## config.mk

```make
export PLATFORM = sky130hd
export DESIGN_NAME = lsu_timeout_flat
export DESIGN_NICKNAME = d
export VERILOG_FILES = /design/src/rtl/lsu_timeout_if.sv /design/src/rtl/lsu_timeout.sv /design/src/flat_wrapper.sv
export SDC_FILE = /design/constraint.sdc
export NUM_CORES = 1
export LEC_CHECK = 0
export CAP_MARGIN = 20
export CORE_MARGIN = 8
export CORE_UTILIZATION = 40
export DETAILED_ROUTE_END_ITERATION = 8
export HOLD_SLACK_MARGIN = 0.05
export PLACE_DENSITY = 0.86
export SLEW_MARGIN = 20
export SYNTH_ARGS = -nofsm -noshare
export SYNTH_HDL_FRONTEND = slang
export SYNTH_SLANG_ARGS = --single-unit
```

## constraint.sdc

```tcl
create_clock -name clk -period 1.6 [get_ports clk]
set_input_delay 0.32 -clock clk [delete_from_list [all_inputs] [get_ports clk]]
set_output_delay 0.32 -clock clk [all_outputs]
set_load 0.02 [all_outputs]
```

## src/rtl/lsu_timeout_if.sv

```systemverilog
// Data-memory channel between one thread's LSU and the memory controller.
// The LSU is the master: it raises a request and waits for the ready pulse.
interface lsu_timeout_if #(
  parameter int DATA_BITS = 8,
  parameter int ADDR_BITS = 8
) ();
  logic                 mem_read_valid;
  logic [ADDR_BITS-1:0] mem_read_address;
  logic                 mem_read_ready;
  logic [DATA_BITS-1:0] mem_read_data;
  logic                 mem_write_valid;
  logic [ADDR_BITS-1:0] mem_write_address;
  logic [DATA_BITS-1:0] mem_write_data;
  logic                 mem_write_ready;

  modport master (
    output mem_read_valid, mem_read_address,
    output mem_write_valid, mem_write_address, mem_write_data,
    input  mem_read_ready, mem_read_data, mem_write_ready
  );

  modport slave (
    input  mem_read_valid, mem_read_address,
    input  mem_write_valid, mem_write_address, mem_write_data,
    output mem_read_ready, mem_read_data, mem_write_ready
  );
endinterface

```

## src/rtl/lsu_timeout.sv

```systemverilog
// Per-thread load/store unit with a response-timeout watchdog.
// Executes one LDR or STR per instruction over a valid/ready memory channel,
// aborts with a sticky error if the response does not arrive in time, and
// flags simultaneous read+write requests as illegal without touching memory.
module lsu_timeout #(
  parameter int DATA_BITS      = 8,
  parameter int ADDR_BITS      = 8,
  parameter int TIMEOUT_CYCLES = 64,
  parameter int ERROR_VALUE    = 0
) (
  input  logic                 clk,
  input  logic                 reset,
  input  logic                 enable,
  input  logic [2:0]           core_state,
  input  logic                 decoded_mem_read_enable,
  input  logic                 decoded_mem_write_enable,
  input  logic [DATA_BITS-1:0] rs,
  input  logic [DATA_BITS-1:0] rt,
  lsu_timeout_if.master        mem,
  output logic [1:0]           lsu_state,
  output logic [DATA_BITS-1:0] lsu_out,
  output logic                 lsu_error
);

  localparam logic [2:0] CORE_REQUEST = 3'd3;
  localparam logic [2:0] CORE_UPDATE  = 3'd6;

  // Counter only needs to reach TIMEOUT_CYCLES-1; with the watchdog off it
  // simply wraps and is never compared.
  localparam int CNT_BITS = (TIMEOUT_CYCLES > 1) ? $clog2(TIMEOUT_CYCLES) : 1;
  localparam logic [CNT_BITS-1:0] CNT_LAST = CNT_BITS'(TIMEOUT_CYCLES - 1);
  localparam logic TIMEOUT_EN = (TIMEOUT_CYCLES != 0);
  localparam logic [DATA_BITS-1:0] ERR_DATA = DATA_BITS'(ERROR_VALUE);

  typedef enum logic [1:0] {
    IDLE       = 2'd0,
    REQUESTING = 2'd1,
    WAITING    = 2'd2,
    DONE       = 2'd3
  } state_t;

  state_t               state_r;
  logic                 op_read_r;
  logic [CNT_BITS-1:0]  count_r;
  logic                 read_valid_r;
  logic [ADDR_BITS-1:0] read_addr_r;
  logic                 write_valid_r;
  logic [ADDR_BITS-1:0] write_addr_r;
  logic [DATA_BITS-1:0] write_data_r;
  logic [DATA_BITS-1:0] out_r;
  logic                 error_r;

  logic ready_s;
  logic timeout_hit_s;

  // Select the ready of the latched operation and detect the last allowed wait cycle.
  always_comb begin
    ready_s       = 1'b0;
    timeout_hit_s = 1'b0;
    if (op_read_r) begin
      ready_s = mem.mem_read_ready;
    end else begin
      ready_s = mem.mem_write_ready;
    end
    if (TIMEOUT_EN && (count_r == CNT_LAST)) begin
      timeout_hit_s = 1'b1;
    end else begin
      timeout_hit_s = 1'b0;
    end
  end

  // Transaction FSM; every output is a register updated here.
  always_ff @(posedge clk) begin
    if (reset) begin
      state_r       <= IDLE;
      op_read_r     <= 1'b0;
      count_r       <= '0;
      read_valid_r  <= 1'b0;
      read_addr_r   <= '0;
      write_valid_r <= 1'b0;
      write_addr_r  <= '0;
      write_data_r  <= '0;
      out_r         <= '0;
      error_r       <= 1'b0;
    end else if (enable) begin
      case (state_r)
        IDLE: begin
          if (core_state == CORE_REQUEST) begin
            if (decoded_mem_read_enable && decoded_mem_write_enable) begin
              error_r <= 1'b1;
              state_r <= DONE;
            end else if (decoded_mem_read_enable ^ decoded_mem_write_enable) begin
              op_read_r <= decoded_mem_read_enable;
              state_r   <= REQUESTING;
            end
          end
        end
        REQUESTING: begin
          if (op_read_r) begin
            read_valid_r <= 1'b1;
            read_addr_r  <= ADDR_BITS'(rs);
          end else begin
            write_valid_r <= 1'b1;
            write_addr_r  <= ADDR_BITS'(rs);
            write_data_r  <= rt;
          end
          count_r <= '0;
          state_r <= WAITING;
        end
        WAITING: begin
          // A ready on the final allowed cycle still completes normally.
          if (ready_s) begin
            if (op_read_r) begin
              out_r <= mem.mem_read_data;
            end
            read_valid_r  <= 1'b0;
            write_valid_r <= 1'b0;
            state_r       <= DONE;
          end else if (timeout_hit_s) begin
            if (op_read_r) begin
              out_r <= ERR_DATA;
            end
            read_valid_r  <= 1'b0;
            write_valid_r <= 1'b0;
            error_r       <= 1'b1;
            state_r       <= DONE;
          end else begin
            count_r <= count_r + CNT_BITS'(1);
          end
        end
        DONE: begin
          if (core_state == CORE_UPDATE) begin
            error_r <= 1'b0;
            state_r <= IDLE;
          end
        end
        default: begin
          read_valid_r  <= 1'b0;
          write_valid_r <= 1'b0;
          state_r       <= IDLE;
        end
      endcase
    end
  end

  assign mem.mem_read_valid    = read_valid_r;
  assign mem.mem_read_address  = read_addr_r;
  assign mem.mem_write_valid   = write_valid_r;
  assign mem.mem_write_address = write_addr_r;
  assign mem.mem_write_data    = write_data_r;
  assign lsu_state             = state_r;
  assign lsu_out               = out_r;
  assign lsu_error             = error_r;

endmodule

```

## src/flat_wrapper.sv

```systemverilog
// flat-port wrapper written by rule: the top's interface ports become plain ports
module lsu_timeout_flat 
#(
  parameter int DATA_BITS      = 8,
  parameter int ADDR_BITS      = 8,
  parameter int TIMEOUT_CYCLES = 64,
  parameter int ERROR_VALUE    = 0
)
  (clk, reset, enable, core_state, decoded_mem_read_enable, decoded_mem_write_enable, rs, rt, lsu_state, lsu_out, lsu_error, mem_mem_read_valid, mem_mem_read_address, mem_mem_write_valid, mem_mem_write_address, mem_mem_write_data, mem_mem_read_ready, mem_mem_read_data, mem_mem_write_ready);
  lsu_timeout_if #(.DATA_BITS(DATA_BITS), .ADDR_BITS(ADDR_BITS)) mem_i ();
  input  logic clk;
  input  logic reset;
  input  logic enable;
  input  logic [2:0] core_state;
  input  logic decoded_mem_read_enable;
  input  logic decoded_mem_write_enable;
  input  logic [DATA_BITS-1:0] rs;
  input  logic [DATA_BITS-1:0] rt;
  output logic [1:0] lsu_state;
  output logic [DATA_BITS-1:0] lsu_out;
  output logic lsu_error;
  output wire logic [$bits(mem_i.mem_read_valid)-1:0] mem_mem_read_valid;
  output wire logic [$bits(mem_i.mem_read_address)-1:0] mem_mem_read_address;
  output wire logic [$bits(mem_i.mem_write_valid)-1:0] mem_mem_write_valid;
  output wire logic [$bits(mem_i.mem_write_address)-1:0] mem_mem_write_address;
  output wire logic [$bits(mem_i.mem_write_data)-1:0] mem_mem_write_data;
  input wire logic [$bits(mem_i.mem_read_ready)-1:0] mem_mem_read_ready;
  input wire logic [$bits(mem_i.mem_read_data)-1:0] mem_mem_read_data;
  input wire logic [$bits(mem_i.mem_write_ready)-1:0] mem_mem_write_ready;
  assign mem_mem_read_valid = mem_i.mem_read_valid;
  assign mem_mem_read_address = mem_i.mem_read_address;
  assign mem_mem_write_valid = mem_i.mem_write_valid;
  assign mem_mem_write_address = mem_i.mem_write_address;
  assign mem_mem_write_data = mem_i.mem_write_data;
  assign mem_i.mem_read_ready = mem_mem_read_ready;
  assign mem_i.mem_read_data = mem_mem_read_data;
  assign mem_i.mem_write_ready = mem_mem_write_ready;
  lsu_timeout #(.DATA_BITS(DATA_BITS), .ADDR_BITS(ADDR_BITS), .TIMEOUT_CYCLES(TIMEOUT_CYCLES), .ERROR_VALUE(ERROR_VALUE)) u_core (.clk(clk), .reset(reset), .enable(enable), .core_state(core_state), .decoded_mem_read_enable(decoded_mem_read_enable), .decoded_mem_write_enable(decoded_mem_write_enable), .rs(rs), .rt(rt), .mem(mem_i), .lsu_state(lsu_state), .lsu_out(lsu_out), .lsu_error(lsu_error));
endmodule
```

### After elaboration in Yosys (flattened, before gate mapping)

Cells that the tools add are included.

| storage, ports and cells | value |
|---|---|
| bits in registers | 44 |
| input bits | 34 |
| output and inout bits | 37 |
| word-level logic and storage cells | 72 |

| cells by class | value |
|---|---|
| add/sub/neg operators | 1 |
| eq/ne operators | 16 |
| multiplexer cells | 28 |
| bitwise operators | 3 |
| reduce and logical (&&, ||, !) cells | 14 |

Operator list:

| kind | number |
|---|---|
| 2-to-1 mux 8 bit | 4 |
| AND reduction 4 bit | 4 |
| 2-to-1 mux 2 bit | 6 |
| 2-to-1 mux 6 bit | 2 |
| one-hot mux 6 bit (2 select lines) | 1 |
| 2-to-1 mux 1 bit | 11 |
| != test 2 x 1 -> 1 bit, second input constant | 5 |
| AND reduction 5 bit | 2 |
| one-hot mux 2 bit (4 select lines) | 1 |
| AND reduction 7 bit | 1 |
| adder 6 x 1 -> 6 bit, second input constant | 1 |
| == test 6 bit, second input constant | 1 |
| != test 2 bit, second input constant | 3 |
| != test 3 x 1 -> 1 bit, second input constant | 2 |
| AND reduction 3 bit | 2 |
| == test 2 bit, second input constant | 2 |
| one-hot mux 1 bit (2 select lines) | 2 |
| nonzero test 2 bit | 2 |
| == test 3 x 2 -> 1 bit, second input constant | 1 |
| == test 3 bit, second input constant | 1 |
| one-hot mux 1 bit (3 select lines) | 1 |
| nonzero test 3 bit | 1 |
| == test 2 x 1 -> 1 bit, second input constant | 1 |
| zero test 2 bit | 1 |
| 3 further kinds | 4 |

### Longest topological paths before layout

| depth | value |
|---|---|
| depth after elaboration | 5 |
| gate-level depth with buffers | 8 |
| mapped depth without buffers | 6 |

### Least setup slack after synthesis

No wires, ideal clock.

| timing path | value |
|---|---|
| kind | reg2reg |
| start | register u_core.state_r[0] (netlist: u_core.lsu_state[0]) |
| end | register u_core.state_r[0] (netlist: u_core.lsu_state[0]) |
| library setup time | 0.086 ns |
| data arrival time | 1.698 ns |
| required time | 1.514 ns |
| path slack | -0.183 ns |
| cell stages (with the launch flop) | 7 |
| path through | dfxtp_1 inv_1 ha_1 nor4bb_1 o311ai_1 a21o_1 a211oi_1 |

| on the way | value |
|---|---|
| longest elaborated chain between the ends | 3 |
| elaborated cells on any way between the ends | 10 |
| classes of those cells | eq/ne: 7; mux: 1; reduce/logical: 2 |

RTL lines:

| item | RTL line | source |
|---|---|---|
| start, declared | lsu_timeout.sv:42 | `state_t state_r;` |
| start signal, assigned | lsu_timeout.sv:75 | `state_r <= IDLE;` |
| start signal, assigned | lsu_timeout.sv:91 | `state_r <= DONE;` |
| start signal, assigned | lsu_timeout.sv:94 | `state_r <= REQUESTING;` |
| == test 2 bit or zero test 2 bit (tied branches) | lsu_timeout.sv:86 | `case (state_r)` |
| != test 3 x 1 -> 1 bit (no line) or != test 2 x 1 -> 1 bit (tied branches) | n/a |  |
| AND reduction 5 bit (no line) | n/a |  |

Parallel ways exist; a longest one is shown, timed or not.
A chain may end at the register's enable or synchronous reset.

### Final worst setup path

| timing path | value |
|---|---|
| start | input port mem_mem_write_ready |
| end | register u_core.count_r[2] |

| on the way | value |
|---|---|
| longest elaborated chain between the ends | 3 |

RTL lines:

| item | RTL line | source |
|---|---|---|
| start, declared | flat_wrapper.sv:29 | `input wire logic [$bits(mem_i.mem_write_ready)-1:0] mem_mem_write_ready;` |
| 2-to-1 mux 1 bit | lsu_timeout.sv:60 | `if (op_read_r) begin` |
| != test 2 bit (no line) | n/a |  |
| AND reduction 4 bit (no line) | n/a |  |
| end signal, assigned | lsu_timeout.sv:128 | `count_r <= count_r + CNT_BITS'(1);` |
| end, declared | lsu_timeout.sv:44 | `logic [CNT_BITS-1:0] count_r;` |

No other way between the ends.

==> results by group <==
Outcome
  – Status: completed

Power
  – Pwr per Cell Area: 721 nW/um^2
  – Design Power: 0.00242 W
  – Peak supply drop: 0.514 mV
  – Leakage dissipation: 1.68 nW

Setup path
  – Critical path arrival: 1.81 ns
  – Crit end category: flip-flop
  – Crit path required time: 1.82 ns
  – CP Launch Type: primary input
  – CP Class: in2reg
  – Crit Path Max Fanout: 3

Route
  – Via Count: 2006
  – Initial DRC Count: 69
  – Routed WL per cell: 15.3 um
  – Final wirelength: 6120 um
  – DR vias/cell: 5.02
  – Final antenna-violating net count: 0
  – 1st-pass router iterations: 4
  – DR DRC count: 0

Timing
  – Fin crit share: 99.0%
  – Tmin final: 1.58 ns
  – Max Slew Vio Count: 0
  – Fin. Hold Viols: 0
  – RSZ-0062 raised after global routing: true
  – Relative slew slack: 71.2%
  – Final setup skew: 0.00567 ns
  – F_max: 631 MHz
  – Measured slew at the worst slew-check pin: 0.431 ns
  – Setup violators final: 0
  – Final TNS setup: 0 ns
  – Final worst slack: 0.0159 ns

Run
  – Maxcap violations: 0

Logic synthesis
  – Yosys top cell area share: 43.1%
  – Top post-synthesis cells by count: nand2_1, dfxtp_1, a21oi_1
  – Ranking of synthesized cells by area: dfxtp_1, nand2_1, mux2i_1
  – Number of flops mapped to enable cells by yosys: 0
  – Sequential share of the synthesized area: 43.1%
  – Mapped cell area: 2040 um^2
  – Cell count after synthesis: 230
  – Yosys reg bits: 44
  – Ys Warns: 0
  – Post-Syn Nets: 272
  – Syn_area_per_cell: 8.88 um^2
  – Post-synth ARST share: 0%
  – Synth area leader: dfxtp_1
  – Yosys cell types: 44
  – Ys flop type: dfxtp_1
  – Top-count cell post-synth: nand2_1

Finish
  – Layout cell share with drive strength beyond 1: 23.0%
  – Synth-to-layout area growth: 64.5%
  – Antenna Cells: 0
  – Nets: 372

Floorplanning
  – Die Wd: 87.5 um
  – Total die area: 7650 um^2
  – Chip height: 87.5 um
  – Starting density of the core: 40.8%
  – CORE AREA: 5010 um^2
  – I/O pins: 71
  – Row count: 26

Clock network
  – CTS H-tree lvls: 2
  – CTS tree: yes
  – Worst-path clk slew: 0.08 ns
  – Root Buffer: clkbuf_8
  – Clock sink count: 44
  – CTS Buf Count: 5
  – CTS Buffer Depth: 2
  – Worst-Skew Late Latency: 0.29 ns

Placement
  – Pre-CTS setup slack: -0.494 ns
  – Final GP Congestion: 0.869
  – Port Buffers: 70
  – Hpwl dp: 4550 um

GRT
  – Total Routing Usage GR: 16.3%
  – Total global routing overflow: 0
  – First-pass GRT wire length: 10000 um
  – Largest net degree at the start of global routing: 17
  – Initial antenna violation count: 0
  – Vias in the first global route: 2144

Hold path
  – Hold WC Path Type: reg2reg
placed cells by master (no fill, tap or decap), types with 3 or more instances in the layout:
cell             instances
a211oi_2                 3
a21oi_1                 20
a31oi_1                  4
buf_12                   3
buf_4                   32
clkbuf_8                 5
clkdlybuf4s50_1         41
dfxtp_1                 39
dfxtp_2                  3
dlygate4sd2_1            6
dlymetal6s2s_1          23
ha_2                     4
inv_1                    3
inv_4                    3
mux2i_1                 18
nand2_1                 52
nand2b_1                10
nand3_1                  5
nor2_1                  12
or3_1                    3
path summary, 6_finish.rpt:
| path | start | depth (start not counted) | slack, ns | endpoint |
|---|---|---|---|---|
| setup / recovery | mem_mem_write_ready | 6 | 0.02 | u_core.count_r[2]$_SDFFE_PP0P_ |
| setup reg to reg | u_core.lsu_state[1]$_SDFFE_PP0P_ | 7 | 0.02 | u_core.count_r[2]$_SDFFE_PP0P_ |
| hold reg to reg | u_core.mem.mem_write_data[4]$_SDFFE_PP0P_ | 2 | 0.46 | u_core.mem.mem_write_data[4]$_SDFFE_PP0P_ |
| hold / removal | u_core.mem.mem_write_data[4]$_SDFFE_PP0P_ | 2 | 0.46 | u_core.mem.mem_write_data[4]$_SDFFE_PP0P_ |
worst max-delay path, stage by stage:
cell	delay (ns)
clkdlybuf4s50_1	0.46
mux2_4	0.32
a311oi_2	0.28
buf_4	0.18
nand3_1	0.09
a21oi_1	0.16
cell families (layout without fill, tap and decap cells):
| logic type | count (synthesis) | in the layout | synth area share, % |
|---|---|---|---|
| AO/OA/AOI/OAI | 40 | 40 | 13.6 |
| adder cells (fa/ha/maj) | 8 | 8 | 4.90 |
| buffers and inverters | 17 | 117 | 3.74 |
| flip-flops | 44 | 44 | 43.1 |
| multiplexers | 22 | 22 | 11.7 |
| AND/OR/NAND/NOR | 99 | 99 | 23.0 |
timing repair:
item | in CTS | in global routing
resized for setup | 22 | 36
hold buffers | 0 | 0
buffers inserted | 1 | 3
pin swaps | 5 | 7
endpoints found under the setup margin | 14 | 53
where the power goes:
group / leakage, nW / switching, W / total (W) / internal, W
registers: 0.358 / 0.0000237 / 0.00115 / 0.00113
logic: 1.28 / 0.000285 / 0.000608 / 0.000322
clock network: 0.0443 / 0.000366 / 0.000663 / 0.000297
metrics by stage:
stage	utilization (%)	std cells	area (um^2)	hold WS, ns
finish	67.1	400	3360	0.456
floorplan	-	230	2050	0.456
detailed placement	61.0	389	3050	0.447
global placement	61.0	389	3050	0.440
global route	67.1	400	3360	0.484
CTS	64.6	397	3240	0.459
cell type report:
type                            instances  area [um^2]
Tap cell                               70         87.6
Multi-Input combinational cell        169         1230
Clock buffer                            5         68.8
Sequential cell                        44          892
Fill cell                             399         1650
Timing Repair Buffer                  105         1050
Inverter                                5         23.8
Clock inverter                          2         11.3
flip-flops by register name (all words and copies together), names as in the netlist:
| signal | flops |
|---|---|
| u_core.lsu_out | 8 |
| u_core.mem.mem_read_address | 8 |
| u_core.mem.mem_write_address | 8 |
| u_core.mem.mem_write_data | 8 |
| u_core.count_r | 6 |
| u_core.lsu_state | 2 |
| u_core.lsu_error | 1 |
| u_core.mem.mem_read_valid | 1 |
| u_core.mem.mem_write_valid | 1 |
| u_core.op_read_r | 1 |
metal layers:
layer | vias up | track usage [%] | part of all wire (%)
met3 | 3 | 8.96 | 11
li1 | 993 | - | -
met1 | 943 | 17.1 | 40
met2 | 67 | 27.9 | 48
met4 | 0 | 2.97 | 0.34
met5 | - | 0 | 0
No activity file was read; power rests on OpenSTA's default activity.
